--- src/rtl/qp_mem_arbiter.sv ---
// Two-port arbiter sharing one single-port query-patch SRAM between Wishbone and the accelerator.
// Grants are combinational; the SRAM command is registered and read data returns two cycles after grant.
module qp_mem_arbiter #(
  parameter int unsigned DATA_WIDTH = 11,
  parameter int unsigned PATCH_SIZE = 5,
  parameter int unsigned ADDR_W     = 9,
  parameter int unsigned STARVE_MAX = 8
) (
  input  logic                               wb_clk_i,
  input  logic                               wb_rst_i,
  input  logic                               wbs_mode,
  input  logic                               wbs_req,
  input  logic                               wbs_we,
  input  logic [ADDR_W-1:0]                  wbs_addr,
  input  logic [DATA_WIDTH*PATCH_SIZE-1:0]   wbs_wdata,
  output logic                               wbs_gnt,
  output logic                               wbs_rvalid,
  output logic [DATA_WIDTH*PATCH_SIZE-1:0]   wbs_rdata,
  input  logic                               acc_req,
  input  logic                               acc_we,
  input  logic [ADDR_W-1:0]                  acc_addr,
  input  logic [DATA_WIDTH*PATCH_SIZE-1:0]   acc_wdata,
  output logic                               acc_gnt,
  output logic                               acc_rvalid,
  output logic [DATA_WIDTH*PATCH_SIZE-1:0]   acc_rdata,
  output logic                               mem_csb0,
  output logic                               mem_web0,
  output logic [ADDR_W-1:0]                  mem_addr0,
  output logic [DATA_WIDTH*PATCH_SIZE-1:0]   mem_wpatch0,
  input  logic [DATA_WIDTH*PATCH_SIZE-1:0]   mem_rpatch0
);

  localparam int unsigned PW = DATA_WIDTH * PATCH_SIZE;
  localparam int unsigned SW = $clog2(STARVE_MAX + 1);

  logic [SW-1:0] starve_q, starve_d;
  logic          last_acc_q, last_acc_d;
  logic          csb_q, csb_d;
  logic          web_q, web_d;
  logic [ADDR_W-1:0] addr_q, addr_d;
  logic [PW-1:0] wpatch_q, wpatch_d;
  logic          rd_vld_q, rd_vld_d;
  logic          rd_own_acc_q, rd_own_acc_d;
  logic          wbs_rv_q, wbs_rv_d;
  logic          acc_rv_q, acc_rv_d;

  logic          starved_c;
  logic          gnt_wbs_c, gnt_acc_c;
  logic          grant_c;
  logic          sel_we_c;
  logic [ADDR_W-1:0] sel_addr_c;
  logic [PW-1:0] sel_wdata_c;

  assign starved_c = (starve_q == SW'(STARVE_MAX));

  // Arbitration: priority mode with starvation escape, or fair round-robin.
  always_comb begin
    gnt_wbs_c = 1'b0;
    gnt_acc_c = 1'b0;
    if (!wb_rst_i) begin
      if (wbs_mode) begin
        if (acc_req && (starved_c || !wbs_req)) begin
          gnt_acc_c = 1'b1;
        end else if (wbs_req) begin
          gnt_wbs_c = 1'b1;
        end
      end else begin
        if (wbs_req && acc_req) begin
          gnt_wbs_c = last_acc_q;
          gnt_acc_c = !last_acc_q;
        end else begin
          gnt_wbs_c = wbs_req;
          gnt_acc_c = acc_req;
        end
      end
    end
  end

  assign grant_c     = gnt_wbs_c | gnt_acc_c;
  assign sel_we_c    = gnt_acc_c ? acc_we    : wbs_we;
  assign sel_addr_c  = gnt_acc_c ? acc_addr  : wbs_addr;
  assign sel_wdata_c = gnt_acc_c ? acc_wdata : wbs_wdata;

  // Next state for arbitration bookkeeping, SRAM command and read-tag pipeline.
  always_comb begin
    starve_d     = starve_q;
    last_acc_d   = last_acc_q;
    csb_d        = 1'b1;
    web_d        = 1'b1;
    addr_d       = addr_q;
    wpatch_d     = wpatch_q;
    rd_vld_d     = 1'b0;
    rd_own_acc_d = 1'b0;
    wbs_rv_d     = rd_vld_q & ~rd_own_acc_q;
    acc_rv_d     = rd_vld_q &  rd_own_acc_q;

    if (!acc_req || gnt_acc_c) begin
      starve_d = '0;
    end else if (!starved_c) begin
      starve_d = starve_q + SW'(1);
    end

    if (grant_c) begin
      last_acc_d   = gnt_acc_c;
      csb_d        = 1'b0;
      web_d        = ~sel_we_c;
      addr_d       = sel_addr_c;
      wpatch_d     = sel_wdata_c;
      rd_vld_d     = ~sel_we_c;
      rd_own_acc_d = gnt_acc_c;
    end
  end

  always_ff @(posedge wb_clk_i or posedge wb_rst_i) begin
    if (wb_rst_i) begin
      starve_q     <= '0;
      last_acc_q   <= 1'b1;
      csb_q        <= 1'b1;
      web_q        <= 1'b1;
      addr_q       <= '0;
      wpatch_q     <= '0;
      rd_vld_q     <= 1'b0;
      rd_own_acc_q <= 1'b0;
      wbs_rv_q     <= 1'b0;
      acc_rv_q     <= 1'b0;
    end else begin
      starve_q     <= starve_d;
      last_acc_q   <= last_acc_d;
      csb_q        <= csb_d;
      web_q        <= web_d;
      addr_q       <= addr_d;
      wpatch_q     <= wpatch_d;
      rd_vld_q     <= rd_vld_d;
      rd_own_acc_q <= rd_own_acc_d;
      wbs_rv_q     <= wbs_rv_d;
      acc_rv_q     <= acc_rv_d;
    end
  end

  assign wbs_gnt     = gnt_wbs_c;
  assign acc_gnt     = gnt_acc_c;
  assign mem_csb0    = csb_q;
  assign mem_web0    = web_q;
  assign mem_addr0   = addr_q;
  assign mem_wpatch0 = wpatch_q;
  assign wbs_rvalid  = wbs_rv_q;
  assign acc_rvalid  = acc_rv_q;
  // Read data is shared by both sides; rvalid alone identifies the owner.
  assign wbs_rdata   = mem_rpatch0;
  assign acc_rdata   = mem_rpatch0;

endmodule

--- config.mk ---
export PLATFORM = sky130hd
export DESIGN_NAME = qp_mem_arbiter
export DESIGN_NICKNAME = d
export VERILOG_FILES = /design/src/rtl/qp_mem_arbiter.sv
export SDC_FILE = /design/constraint.sdc
export NUM_CORES = 1
export LEC_CHECK = 0
export CAP_MARGIN = 20
export CORE_AREA = 2 2 144 146
export DETAILED_ROUTE_END_ITERATION = 10
export DIE_AREA = 0 0 146 148
export SLEW_MARGIN = 20
export SYNTH_ARGS = -nofsm -noshare
export SYNTH_HDL_FRONTEND = slang
export SYNTH_SLANG_ARGS = --single-unit
--- constraint.sdc ---
create_clock -name wb_clk_i -period 3.37 [get_ports wb_clk_i]
set_input_delay 0.5055 -clock wb_clk_i [delete_from_list [all_inputs] [get_ports wb_clk_i]]
set_output_delay 0.5055 -clock wb_clk_i [all_outputs]
set_load 0.02 [all_outputs]
==> results.md, run 1 <==
* FF/Latch Area at 0.001881 mm^2
* Chip width at 146 um
* Cells after Synth at 372
* Synth cell types at 33
* Largest net degree at the start of global routing at 74
* Iter 0 DRT Violations at 135
* Slew @ Worst Pin at 0.7759 ns
* Flops & latches, synth at 75
* Syn Area/Cell at 11.19 um^2
* CP arrival at 2.34 ns
* Fraction of registers with async set/reset at 1.000
* Hold Violations, Final at 0
* Num CTS Buffers at 9
* Number of synthesized flops with an enable pin at 0
* Pre-Repair DR Iteration Count at 6
* CTS Root Cell: clkbuf_16
* Ys Warns at 0
* CORE AREA at 0.02004 mm^2
* Post-CTS setup buffers at 0
* Crit start category: flip-flop
* Detailed placement HPWL at 8578 um
* Relative slew slack at 0.4828
* H-tree lvl count at 3
* Routed Antenna Nets at 0
* Setup Crit Path Kind: reg2out
* Crit end category: output pin
* Max Root-Sink Buffers at 2
* GP Congestion at 0.8120
* Dpl ws at 0.5482 ns
* Final nets at 653
* Worst Hold Depth at 1
* Highest clock rate at 0.3518 GHz
* RSZ-0062 raised after global routing: no
* Maximum vdd drop at 0.0001568 V
* Slowest-stage cell, CP: clkdlybuf4s50_1
* HP Start: rd_own_acc_q
* Area Growth Syn to Fin at 43.36%
* Vias per inst at 4.215
* Reg2reg end: mem_addr0[4]
* Vias in the first global route at 3,466
* Yosys top cell by area: dfrtp_1
* Total negative slack at 0 ns
* Register area share after synthesis at 0.4519
* Synth area leaders: dfrtp_1, buf_4, a221o_1, and2_1, dfstp_2
* Share of layout cells above drive strength 1 at 0.06652
* CTS sink cnt at 75
* WP data required at 2.86 ns
* Clock Pin Slew Worst Setup and Hold Paths at 0.06 ns
* Pins over their slew limit at 0
* Status: complete, no violations
* Vias after detailed routing at 3,102
* Critical-path cell list: inv_1 > ha_1 > and3b_2 > a311oi_4 > clkdlybuf4s50_1
* Final setup violation count at 0
* Most numerous cell in the Yosys netlist: buf_4
* Core Rows at 52
* CTS tree: built
* Top_reg_cell synth: dfrtp_1
* Final worst slack at 0.5273 ns
* Post-Syn Area at 0.004161 mm^2
* Min-Delay Path Class: reg2reg
* Synth top area share at 0.4330
* Drt total wl at 12,200 um
* Time the worst path needs with I/O delays and setup at 2.843 ns
* CP max FO at 3
* DRC viols at 0
* Global route overflow at 0
* Synth top cells by count: buf_4, dfrtp_1, and2_1
* Multi-input logic area at 0.001326 mm^2
* I/O Buffers at 204
* Die Y at 148 um
* Biggest cell delay along the critical path at 0.68 ns
* Syn_nets at 564
* Period Utilization, post-route at 0.8435
* Leakage at 2.386 nW
* Initial antenna violation count at 0
* Wire per inst at 16.58 um
* Max-cap violations at 0
* Total Routing Usage GR at 0.1127
* Clock latency on the worst-skew pair at 0.33 ns
* Io pins at 370
* Antenna cells at 0
* First-pass GRT wire length at 19,220 um
* Hold_buf cts at 0
* WHS Endpoint: wbs_rvalid
* Reg2reg start: starve_q[0]
* Worst R2R Path Depth at 6
* Skew final at 0.007026 ns
* Setup slack, reg-to-reg at 0.98 ns
* Pwr Density at 476.3 mW/mm^2
* Layout filler cell count at 2,092
* Starting Density at 0.2077
* Die area at 0.02161 mm^2
* Cts repair resizes at 0
[kinds of logic after synthesis]
family / synth area share
XOR/XNOR: 0.004210
buffers and inverters: 0.2366
AND/OR/NAND/NOR: 0.1200
multiplexers: 0.002405
adder cells (fa/ha/maj): 0.006012
flip-flops: 0.4519
AO/OA/AOI/OAI: 0.1789
[state kept, by name (all words and copies together) (netlist names)]
register,flops
starve_q,4
mem_addr0,9
last_acc_q,1
mem_wpatch0,55
mem_web0,1
acc_rvalid,1
mem_csb0,1
wbs_rvalid,1
rd_vld_q,1
rd_own_acc_q,1
[worst max-delay path: cells and delay by family (launching register included)]
| kind | cells | cell delay (ns) |
|---|---|---|
| adder cells (fa/ha/maj) | 1 | 0.24 |
| AO/OA/AOI/OAI | 1 | 0.35 |
| buffers and inverters | 2 | 0.76 |
| flip-flops | 1 | 0.38 |
| AND/OR/NAND/NOR | 1 | 0.27 |
[area by class of cell]
class / instances / area share
inverters: 5 / 0.003356
well taps: 270 / 0.05663
flip-flops and latches: 75 / 0.3152
clock buffers: 12 / 0.04299
repair buffers: 210 / 0.3553
clock inverters: 4 / 0.004195
multi-input cells: 160 / 0.2223
[how the worst max path moves through the flow]
stage	startpoint	end	slack, ns	depth (start not counted)
3_5_place_dp	acc_req	wbs_gnt	0.55	4
2_1_floorplan	wb_rst_i	mem_web0	0.74	4
6_report	starve_q[0]	wbs_gnt	0.53	5
3_3_place_gp	acc_req	wbs_gnt	0.56	4
5_1_grt	starve_q[1]	wbs_gnt	0.43	5
4_1_cts	starve_q[0]	wbs_gnt	0.47	5
[stage by stage]
step	utilization	hold WS, ns	power, mW	cell area, um^2	cells
after floorplan	-	0.3947	1.662	4161	372
after global placement	0.2823	0.4088	1.930	5657	719
after detailed placement	0.2823	0.4259	1.946	5657	719
after CTS	0.2963	0.4349	2.896	5938	735
after global routing	0.2977	0.4393	3.004	5966	736
final	0.2977	0.4394	2.842	5966	736
[routing by layer]
metal / vias up / GRT usage / wire [um]
met5: - / 0 / 0
met4: 0 / 0.05534 / 359
met3: 56 / 0.04167 / 1092
met2: 147 / 0.1932 / 5996
met1: 1504 / 0.1237 / 4756
li1: 1395 / - / -
[power breakdown]
part,total [mW],internal (mW),switching (mW)
registers,1.09,1.02,0.0614
clock network,0.914,0.536,0.377
logic,0.843,0.476,0.367
[placed cells by master (no fill, tap or decap), types with 2 or more instances in the layout]
cell type	count
a211oi_1	2
a21o_1	2
a221o_1	64
and2_1	65
buf_4	4
clkbuf_16	9
clkbuf_8	2
clkdlybuf4s50_1	204
clkinv_2	3
clkinvlp_4	2
dfrtp_1	72
dfstp_2	3
ha_1	2
inv_1	4
nand2_1	2
nand2b_1	2
nor3_1	3
No activity file was read; power rests on OpenSTA's default activity.
==> inputs of run 2 (changes only) <==
CORE_AREA = 2 2 142 144   (was 2 2 144 146)
DIE_AREA = 0 0 144 146   (was 0 0 146 148)
clock period = 2.59 ns   (was 3.37 ns; I/O delays follow)
==> results.md, run 2 (synthesis gave the netlist of run 1 again) <==
* Final setup violation count at 0 (unchanged)
* Setup slack, reg-to-reg at 0.23 ns (-0.75 ns)
* First-pass GRT wire length at 19,700 um (+2.5%)
* Dpl ws at 0.07129 ns (-0.4769 ns)
* Hold_buf cts at 0 (unchanged)
* Total Routing Usage GR at 0.1224 (+0.009613)
* Worst R2R Path Depth at 6 (unchanged)
* Crit start category: flip-flop
* Min-Delay Path Class: reg2reg
* Pwr Density at 647.2 mW/mm^2 (+36%)
* CTS sink cnt at 75 (unchanged)
* CTS Root Cell: clkbuf_16
* Area Growth Syn to Fin at 44.53%
* Fin Hold WS at 0.4215 ns (-0.01794 ns)
* Util after Layout at 0.3111 (+0.01337)
* Die area at 0.02102 mm^2 (-2.7%)
* Placed instance count at 720 (+0.14%)
* Antenna cells at 0 (unchanged)
* Non-Filler Instances at 736 (unchanged)
* Drt total wl at 13,110 um (+7.4%)
* CORE AREA at 0.01933 mm^2 (-3.5%)
* Global route overflow at 0 (unchanged)
* Reg2reg end: mem_wpatch0[52]
* Worst Hold Depth at 1 (unchanged)
* Final nets at 658 (+0.77%)
* Critical-path cell list: inv_1 > ha_1 > and3b_2 > a311oi_4 > dlygate4sd2_1
* Setup Crit Path Kind: reg2out
* Detailed placement HPWL at 9577 um (+12%)
* Pre-Repair DR Iteration Count at 4 (-2)
* Layout filler cell count at 1,965 (-6.1%)
* CP max FO at 3 (unchanged)
* CP delay by family, top: buffers and inverters
* Initial antenna violation count at 0 (unchanged)
* Leakage at 2.444 nW (+2.4%)
* Io pins at 370 (unchanged)
* Iter 0 DRT Violations at 138 (+2.2%)
* Vias in the first global route at 3,499 (+0.95%)
* Relative slew slack at 0.4809 (-0.001824)
* Pins over their slew limit at 0 (unchanged)
* Final instance area at 0.006015 mm^2 (+0.82%)
* Power consumption at 3.893 mW (+37%)
* Slew @ Worst Pin at 0.7786 ns (+0.002736 ns)
* Hold Violations, Final at 0 (unchanged)
* I/O Buffers at 204 (unchanged)
* Clock latency on the worst-skew pair at 0.33 ns (about the same)
* Num CTS Buffers at 9 (unchanged)
* Core Rows at 51 (-1.9%)
* Max Root-Sink Buffers at 2 (unchanged)
* Share of layout cells above drive strength 1 at 0.07643 (+0.009910)
* CP arrival at 2.01 ns (-0.33 ns)
* Most common cell after layout, fill and taps aside: clkdlybuf4s50_1
* Period Utilization, post-route at 0.9264
* Maximum vdd drop at 0.0002601 V (+66%)
* Status: complete, no violations
* Vias per inst at 4.291 (+1.8%)
* H-tree lvl count at 3 (unchanged)
* GP Congestion at 0.7420 (-8.6%)
* Total negative slack at 0 ns (unchanged)
* Max-cap violations at 0 (unchanged)
* RSZ-0062 raised after global routing: no
* Routed Antenna Nets at 0 (unchanged)
* Vias after detailed routing at 3,158 (+1.8%)
* Reg2reg start: starve_q[0]
* Biggest cell delay along the critical path at 0.39 ns (-0.29 ns)
* Placed cell areas at 0.005683 mm^2 (+0.46%)
* Crit path buf inv count at 2 (unchanged)
* Final worst slack at 0.1907 ns (-0.3366 ns)
* Skew final at 0.01266 ns (+0.005630 ns)
* Wire per inst at 17.81 um (+7.4%)
* Largest net degree at the start of global routing at 66 (-11%)
* DRC viols at 0 (unchanged)
* Clock Pin Slew Worst Setup and Hold Paths at 0.06 ns (about the same)
* CTS tree: built
* Chip width at 144 um (-1.4%)
* Crit end category: output pin
* Time the worst path needs with I/O delays and setup at 2.399 ns
* WHS Endpoint: wbs_rvalid
* Die Y at 146 um (-1.4%)
* Max reg flops at 55 (unchanged)
* Highest clock rate at 0.4168 GHz
* WP data required at 2.20 ns (-0.66 ns)
* HP Start: rd_own_acc_q
* Commonest non-fill, non-tap cells in the layout: clkdlybuf4s50_1, dfrtp_1, and2_1, a221o_1, buf_4
* Slowest-stage cell, CP: dlygate4sd2_1
* Starting Density at 0.2152 (+0.007566)
[run 2: cell count changes in the layout (fill, tap and decap cells not counted), sizes merged]
| cell | delta |
|---|---|
| buf | +5 |
| bufinv | +2 |
| clkdlybuf4s50 | -2 |
| clkinvlp | -2 |
| dlygate4sd2 | +1 |
| dlymetal6s2s | +1 |
[run 2: worst max path at each step]
stage | from | end | cells after the start
detailed placement | wbs_mode | mem_addr0[4] | 5
global placement | wbs_mode | acc_gnt | 4
global route | starve_q[0] | mem_wpatch0[28] | 6
floorplan | wb_rst_i | mem_web0 | 4
finish | starve_q[0] | wbs_gnt | 5
CTS | starve_q[0] | acc_gnt | 5
[run 2: timing repair]
action                     4_1_cts  5_1_grt
setup buffers                    0        0
gates resized for setup          1        1
setup endpoints to repair        1        1
[run 2: per-layer routing]
| layer | routed length [um] | track usage | share of wire |
|---|---|---|---|
| met3 | 1109 | 0.03751 | 0.085 |
| met1 | 4828 | 0.1271 | 0.37 |
| met2 | 6543 | 0.2164 | 0.50 |
| met5 | 0 | 0 | 0 |
| met4 | 629 | 0.06863 | 0.048 |
[run 2: cell type report]
cell class,instances,area [um^2],share of cell area
Sequential cell,75,1881,0.3127
Timing Repair Buffer,215,2126,0.3534
Inverter,5,20.02,0.003328
Clock inverter,4,73.82,0.01227
Clock buffer,12,256.5,0.04265
Multi-Input combinational cell,160,1326,0.2205
Tap cell,265,331.6,0.05513
[run 2: worst register-to-register path, delay by kind of cell (launching register included)]
family	cells	cell delay [ns]
adders and majority gates	1	0.24
and+or+nand+nor	1	0.28
DFF	1	0.37
buffers and inverters	2	0.74
AOI/OAI and AO/OA	2	0.67
[run 2: power breakdown]
part	internal [mW]	leakage, nW	switching, mW
Clock	0.897	0.163	0.488
Combinational	0.616	1.35	0.481
Sequential	1.33	0.929	0.0782
Total	2.85	2.44	1.05
